File: config.mk
export PLATFORM = sky130hd
export DESIGN_NAME = core_preempt_arbiter
export DESIGN_NICKNAME = d
export VERILOG_FILES = /design/src/rtl/core_preempt_arbiter.sv
export SDC_FILE = /design/constraint.sdc
export NUM_CORES = 1
export LEC_CHECK = 0
export CAP_MARGIN = 5
export CORE_MARGIN = 2
export CORE_UTILIZATION = 33
export DETAILED_ROUTE_END_ITERATION = 8
export PLACE_DENSITY_LB_ADDON = 0.25
export SYNTH_ARGS = -nofsm -noshare
export SYNTH_HDL_FRONTEND = slang
export SYNTH_SLANG_ARGS = --single-unit
File: constraint.sdc
create_clock -name clk_i -period 1.6 [get_ports clk_i]
set_input_delay 0.24 -clock clk_i [delete_from_list [all_inputs] [get_ports clk_i]]
set_output_delay 0.24 -clock clk_i [all_outputs]
set_load 0.01 [all_outputs]
File: src/rtl/core_preempt_arbiter.sv
// Preempting-resource arbiter: grants one decoder-slot request per cycle (oldest slot wins)
// and runs the LSU memory handshake. Define CORE_ARB_TIMEOUT_EN to enable the watchdog.
module core_preempt_arbiter #(
  parameter int N_SLOTS        = 4,
  parameter int AW             = 8,
  parameter int DW             = 16,
  parameter int TIMEOUT_CYCLES = 255
) (
  input  logic                 clk_i,
  input  logic                 rst_i,
  input  logic [N_SLOTS-1:0]   req_lsu_en_i,
  input  logic [N_SLOTS-1:0]   req_lsu_wen_i,
  input  logic [N_SLOTS-1:0]   req_jump_en_i,
  input  logic [N_SLOTS-1:0]   req_halt_i,
  input  logic [N_SLOTS*AW-1:0] req_addr_i,
  input  logic [N_SLOTS*DW-1:0] req_wdata_i,
  input  logic [N_SLOTS*4-1:0] req_rd_i,
  output logic [N_SLOTS-1:0]   grant_o,
  output logic                 mem_req_o,
  output logic                 mem_we_o,
  output logic [AW-1:0]        mem_addr_o,
  output logic [DW-1:0]        mem_wdata_o,
  input  logic                 mem_gnt_i,
  input  logic                 mem_rvalid_i,
  input  logic [DW-1:0]        mem_rdata_i,
  output logic                 wb_en_o,
  output logic [3:0]           wb_rd_o,
  output logic [DW-1:0]        wb_data_o,
  output logic                 jump_o,
  output logic [AW-1:0]        jump_pc_o,
  output logic                 halt_o,
  output logic                 busy_o,
  output logic                 err_o
);

  typedef enum logic [1:0] {IDLE, REQ, WAIT, HALTED} state_t;

  state_t        state;
  logic [AW-1:0] lat_addr;
  logic [DW-1:0] lat_wdata;
  logic [3:0]    lat_rd;
  logic          lat_we;

  logic               win_found;
  logic               win_halt;
  logic               win_jump;
  logic               win_we;
  logic [N_SLOTS-1:0] win_onehot;
  logic [AW-1:0]      win_addr;
  logic [DW-1:0]      win_wdata;
  logic [3:0]         win_rd;
  logic               timeout_fire;

  // Lowest slot with any request wins; its own halt/jump/lsu bits decide the action.
  always_comb begin
    win_found  = 1'b0;
    win_onehot = '0;
    win_halt   = 1'b0;
    win_jump   = 1'b0;
    win_we     = 1'b0;
    win_addr   = '0;
    win_wdata  = '0;
    win_rd     = '0;
    for (int k = 0; k < N_SLOTS; k++) begin
      if (!win_found && (req_lsu_en_i[k] || req_jump_en_i[k] || req_halt_i[k])) begin
        win_found     = 1'b1;
        win_onehot[k] = 1'b1;
        win_halt      = req_halt_i[k];
        win_jump      = req_jump_en_i[k];
        win_we        = req_lsu_wen_i[k];
        win_addr      = req_addr_i[k*AW +: AW];
        win_wdata     = req_wdata_i[k*DW +: DW];
        win_rd        = req_rd_i[k*4 +: 4];
      end
    end
  end

  assign grant_o     = (state == IDLE) ? win_onehot : '0;
  assign busy_o      = (state == REQ) || (state == WAIT);
  assign mem_req_o   = (state == REQ);
  assign mem_we_o    = (state == REQ) && lat_we;
  assign mem_addr_o  = lat_addr;
  assign mem_wdata_o = lat_wdata;

`ifdef CORE_ARB_TIMEOUT_EN
  localparam int CW = ($clog2(TIMEOUT_CYCLES + 1) > 8) ? $clog2(TIMEOUT_CYCLES + 1) : 8;

  logic [CW-1:0] wd_cnt;

  // Counter restarts on every entry into REQ (from IDLE) and into WAIT (REQ + gnt).
  always_ff @(posedge clk_i) begin
    if (rst_i) begin
      wd_cnt <= '0;
    end else if (state == IDLE || (state == REQ && mem_gnt_i)) begin
      wd_cnt <= '0;
    end else if (busy_o) begin
      wd_cnt <= wd_cnt + CW'(1);
    end
  end

  assign timeout_fire = (wd_cnt == CW'(TIMEOUT_CYCLES - 1)) &&
                        ((state == REQ && !mem_gnt_i) || (state == WAIT && !mem_rvalid_i));

  always_ff @(posedge clk_i) begin
    if (rst_i) begin
      err_o <= 1'b0;
    end else if (timeout_fire) begin
      err_o <= 1'b1;
    end
  end
`else
  assign timeout_fire = 1'b0;
  assign err_o        = 1'b0;
`endif

  always_ff @(posedge clk_i) begin
    if (rst_i) begin
      state     <= IDLE;
      lat_addr  <= '0;
      lat_wdata <= '0;
      lat_rd    <= '0;
      lat_we    <= 1'b0;
      jump_o    <= 1'b0;
      jump_pc_o <= '0;
      wb_en_o   <= 1'b0;
      wb_rd_o   <= '0;
      wb_data_o <= '0;
      halt_o    <= 1'b0;
    end else begin
      jump_o  <= 1'b0;
      wb_en_o <= 1'b0;
      case (state)
        IDLE: begin
          if (win_found) begin
            if (win_halt) begin
              state  <= HALTED;
              halt_o <= 1'b1;
            end else if (win_jump) begin
              jump_o    <= 1'b1;
              jump_pc_o <= win_addr;
            end else begin
              lat_addr  <= win_addr;
              lat_wdata <= win_wdata;
              lat_rd    <= win_rd;
              lat_we    <= win_we;
              state     <= REQ;
            end
          end
        end
        REQ: begin
          if (mem_gnt_i) begin
            if (lat_we) begin
              state <= IDLE;
            end else if (mem_rvalid_i) begin
              // R0 is hardwired, so a load into it completes without a write strobe.
              wb_en_o   <= (lat_rd != 4'd0);
              wb_rd_o   <= lat_rd;
              wb_data_o <= mem_rdata_i;
              state     <= IDLE;
            end else begin
              state <= WAIT;
            end
          end else if (timeout_fire) begin
            state  <= HALTED;
            halt_o <= 1'b1;
          end
        end
        WAIT: begin
          if (mem_rvalid_i) begin
            wb_en_o   <= (lat_rd != 4'd0);
            wb_rd_o   <= lat_rd;
            wb_data_o <= mem_rdata_i;
            state     <= IDLE;
          end else if (timeout_fire) begin
            state  <= HALTED;
            halt_o <= 1'b1;
          end
        end
        HALTED: begin
          halt_o <= 1'b1;
        end
        default: begin
          state <= IDLE;
        end
      endcase
    end
  end

endmodule

* Word level (Yosys, flattened, before mapping)
Cells that the tools add are included.
Cells by class: reduce and logical (&&, ||, !) cells 27, $lt $le $gt $ge 0, add/sub/neg operators 0, bitwise gates (word level) 5, multiply operators 0, shift-type cells 0, mux-type cells 56, eq/ne operators 9, divide/modulo/power cells 0
Operators by type and width (count):
- two-way mux 16 bit | 7
- two-way mux 4 bit | 8
- two-way mux 8 bit | 4
- one-hot mux 16 bit (2 select lines) | 1
- two-way mux 1 bit | 25
- two-way mux 2 bit | 7
- logical OR 1 bit | 9
- != test 2 bit, second input constant | 4
- one-hot mux 4 bit (2 select lines) | 1
- AND reduction 4 bit | 2
- one-hot mux 2 bit (3 select lines) | 1
- AND reduction 3 bit | 2
- inverter 1 bit | 5
- AND reduction 5 bit | 1
- == test 2 bit, second input constant | 2
- logical AND 1 bit | 4
- one-hot mux 1 bit (2 select lines) | 2
- nonzero test 4 bit | 1
- OR reduction 4 bit | 1
- logical NOT 1 bit | 3
- != test 3 bit, second input constant | 1
- nonzero test 3 bit | 1
- == test 2 x 1 -> 1 bit, second input constant | 1
- logical NOT 2 bit | 1
- 3 further kinds | 3
Storage, ports and cells: flip-flop bits (word level) 62, memories 0, latch bits 0, logic and storage cells 108, RAM bits 0, output and inout port bits 63, bits in read-only memories 0

* Longest topological paths before layout
depth after elaboration 16, gate-level depth with buffers 8

* Least setup slack after synthesis
No wires, ideal clock.
path type flip-flop to flip-flop, from reg state[0], to reg wb_data_o[0], required time 1468 ps, stages on the path, launching flop included 8, slack -124 ps, data arrival time 1592 ps, buffers on the path 1, cells stage by stage dfxtp_1 -> inv_1 -> ha_1 -> nand2_1 -> or3_1 -> clkbuf_1 -> nand2_1 -> a21oi_1
Between the ends: cells in the longest elaborated chain, start to end 3
Ends and longest elaborated chain:
- start, declared | line 38 | state_t state;
- start signal, assigned | line 118 | state <= IDLE;
- start signal, assigned | line 136 | state <= HALTED;
- start signal, assigned | line 146 | state <= REQ;
- == test 2 x 1 -> 1 bit / == test 2 bit (equally long branches) | line 132 | case (state)
- != test 2 bit (no line) (tied with other cells)
- AND reduction 3 bit (no line)
- end signal, assigned | line 158 | wb_data_o <= mem_rdata_i;
- end signal, assigned | line 172 | wb_data_o <= mem_rdata_i;
- end, declared | line 28 | output logic [DW-1:0] wb_data_o,
Several ways; a longest one is shown, not always the timed one. A chain may end at the register's enable or synchronous reset.

* Final worst setup path
from reg state[0], to reg wb_rd_o[1]
Between the ends: cells in the longest elaborated chain, start to end 3
Ends and longest elaborated chain:
- == test 2 x 1 -> 1 bit / == test 2 bit (equally long branches) | line 132
- != test 2 bit (no line) (tied with other cells)
- AND reduction 3 bit (no line)
- end signal, assigned | line 157 | wb_rd_o <= lat_rd;
- end signal, assigned | line 171 | wb_rd_o <= lat_rd;
- end, declared | line 27 | output logic [3:0] wb_rd_o,
Several ways; a longest one is shown, not always the timed one.

==> impl_metrics.toml <==
[synth]
syn_area_mm2 = 0.00323
synthCells = 405
synth.net_count = 557
seq_area_frac_synth_pct = 38.4
yosysUniqueCellTypes = 43
synth_top_area_cell = "dfxtp_1"
synth_ff_type = "dfxtp_1"
synth_edf_count = 0
synth.avg_cell_area_um2 = 7.99
synth_most_common_cell = "nand2_1"
synth_top_cells_by_area = "dfxtp_1 38%, a21oi_1 9.7%, nand2_1 7.4%"
ys_async_sr_fraction_pct = 0
synthTopCellsByCount = "64 x nand2_1, 63 x a21oi_1, 62 x dfxtp_1"
synthDominantCellAreaShare_pct = 38.4
ys_ff_latch = 62
ys.warnings.count = 0

[critical_path]
timing_worst_setup_path_type = "reg -> reg"
critical_path.cell_chain = "buf_4, ha_4, and2_4, or3_4, clkbuf_16, nand2_1, a21oi_1"
cp-start-kind = "register"
cpPeakStageDelay_ps = 410
cp_data_arrival_time_ps = 1890
slowest_stage = "or3_4"
end_kind = "register"
cp_max_fo = 10
required_ps = 1830

[power_and_ir_drop]
p_int_uw = 4770
clockPowerShare_pct = 21.0
seqPwrFrac_pct = 28.2
finalPower_uw = 7200
p_sw_uw = 2430
power.leakage_uw = 0.00251
swShare_pct = 33.7
cellPowerDensity_mw_per_mm2 = 1070
ir_worst_vdd_mv = 0.765
combinationalPowerShare_pct = 50.8

[layout]
final_nets = 811
utilization_pct = 69.7
layout-drive-gt1-share_pct = 28.2
syn2layout_area_growth_pct = 108
diodes = 0

[global_route]
grt_pass1_wl_mm = 20.8
grt_overflow = 0
grt_usage_pct = 25.7
grt_pass1_vias = 4272
grt_max_degree = 38
antenna_found_initial = 0

[outcome]
status = "complete, but fails checks"
failed_checks = "setup timing"

[sta]
max_freq_ghz = 0.600
fin_crit_sh_pct = 104
layout_setup_ws_ps = -67.3
tns_ps = -1040
slew_violations = 0
rsz0062_at_grt = "true"
fin_crit_ps = 1670
setup_violations = 27
hold_viol = 0
clock_skew_ps = 11.1

[die]
die-area_mm2 = 0.0106
die_height_um = 103
initial_core_util_pct = 33.6
row_count = 36
io_pins = 211
die_x_um = 103
coreArea_mm2 = 0.00964

[cts]
cts_made_buffers = 9
cts.path.max_buffers = 2
cts.clk_slew.worst_paths_ps = 80
cts_hold_buf = 0
root_buffer = "clkbuf_8"
cts_tree = "done"
clkSinkCount = 62
insertion_delay_ps = 340
cts_max_level = 3

[detailed_routing]
via_per_inst = 5.47
dr.pass1.iters = 4
antenna_left = 0
drcViolationCount = 0
finalWirelength_mm = 14.7
drt_iter0_drc = 96
via_count = 4358
avgRoutedWirePerCell_um = 18.4

[place]
io_buffers = 209
dp_hpwl_mm = 9.68
pre_cts_ws_ps = -674
place_congestion = 0.832

[job]
drv_cap = 0

[min_path]
min_path_type = "in -> reg"
==> path summary, 6_finish.rpt <==
kind,start,slack (ps),to,cells after the start
max,state[0],-70,wb_rd_o[1],7
min,mem_rdata_i[0],450,wb_data_o[0],3
max reg2reg,state[0],-70,wb_rd_o[1],7
min reg2reg,wb_data_o[0],460,wb_data_o[0],2
==> layout by cell type (no fill, tap or decap), types with 3 or more instances in the layout <==
| master | synthesis | routed |
|---|---|---|
| buf_8 | 0 | 4 |
| o21ai_1 | 0 | 26 |
| buf_12 | 0 | 9 |
| nor3b_1 | 5 | 3 |
| nand2_2 | 0 | 5 |
| nor3_4 | 2 | 4 |
| a221oi_1 | 14 | 8 |
| o21ai_2 | 0 | 7 |
| dlygate4sd2_1 | 0 | 6 |
| dfxtp_1 | 62 | 60 |
| nor2_4 | 5 | 5 |
| a21oi_1 | 63 | 42 |
| nand2_4 | 0 | 5 |
| buf_16 | 0 | 3 |
| clkbuf_8 | 0 | 9 |
| clkbuf_2 | 0 | 4 |
| a21oi_2 | 1 | 22 |
| or3_4 | 1 | 6 |
| clkdlybuf4s50_1 | 0 | 190 |
| a31oi_4 | 0 | 3 |
| buf_4 | 4 | 41 |
| inv_1 | 5 | 3 |
| clkdlybuf4s15_1 | 0 | 4 |
| a31oi_1 | 8 | 4 |
| a221oi_2 | 0 | 6 |
| buf_6 | 3 | 13 |
| o21ai_0 | 43 | 10 |
| buf_2 | 9 | 3 |
| nand3_1 | 17 | 16 |
| a22oi_2 | 7 | 7 |
| nor2_1 | 21 | 19 |
| and2_4 | 0 | 3 |
| a221o_1 | 15 | 15 |
| nand2_1 | 64 | 54 |
==> routing by layer <==
metal | global-route usage [%] | up-vias | share of wire, %
met2 | 47.2 | 223 | 51
met1 | 26.3 | 2091 | 35
li1 | - | 1993 | -
met5 | 0 | - | 0
met3 | 9.02 | 51 | 9.8
met4 | 11.1 | 0 | 4.4
==> metrics by stage <==
stage	area (um2)	hold WS [ps]	std cells
2_1_floorplan	3310	376	405
3_3_place_gp	5780	441	757
3_5_place_dp	5780	448	757
4_1_cts	6470	437	795
5_1_grt	6720	444	797
6_report	6720	450	797
==> timing repair <==
action / 4_1_cts / 5_1_grt
cloned: 8 / 2
setup buffers: 14 / 7
pin swaps: 10 / 13
endpoints found under the setup margin: 67 / 66
resized for setup: 106 / 81
==> critical path, delay by kind of cell (launching register included) <==
kind / cells / cell delay [ps]
buffers and inverters: 2 / 330
AOI/OAI and AO/OA: 1 / 60
DFF: 1 / 360
and+or+nand+nor: 3 / 650
adders and majority gates: 1 / 150
==> state kept, by name, summed over array words and instances (netlist names) <==
| name | count |
|---|---|
| jump_o | 1 |
| state | 2 |
| mem_addr_o | 8 |
| mem_wdata_o | 16 |
| wb_rd_o | 4 |
| jump_pc_o | 8 |
| wb_data_o | 16 |
| lat_we | 1 |
| halt_o | 1 |
| wb_en_o | 1 |
| lat_rd | 4 |
==> final cells by class <==
cell class,count,area (um2)
fill,794,2920
inverter,5,23.8
sequential,62,1250
timing repair buffer,280,2870
multi-input combinational,301,2200
clock inverter,6,86.3
clock buffer,10,128
tap,133,166
==> cells by family (layout without fill, tap and decap cells) <==
kind of cell	count (synthesis)	in the layout	share of synthesized area, %
other	1	1	0.116
adders and majority gates	4	4	1.55
AOI/OAI and AO/OA	162	162	32.6
and+or+nand+nor	132	132	20.3
buffers and inverters	42	301	6.38
muxes	2	2	0.619
DFF	62	62	38.4
==> power groups by stage <==
stage          combinational (uW)  sequential [uW]  clock [uW]
4_1_cts                      3210             2000        1530
3_5_place_dp                 2660             2020           0
5_1_grt                      3880             2050        1610
6_report                     3660             2030        1520
2_1_floorplan                1090             2110           0
3_3_place_gp                 2610             2010           0
Power figures use the tool's default switching activity.
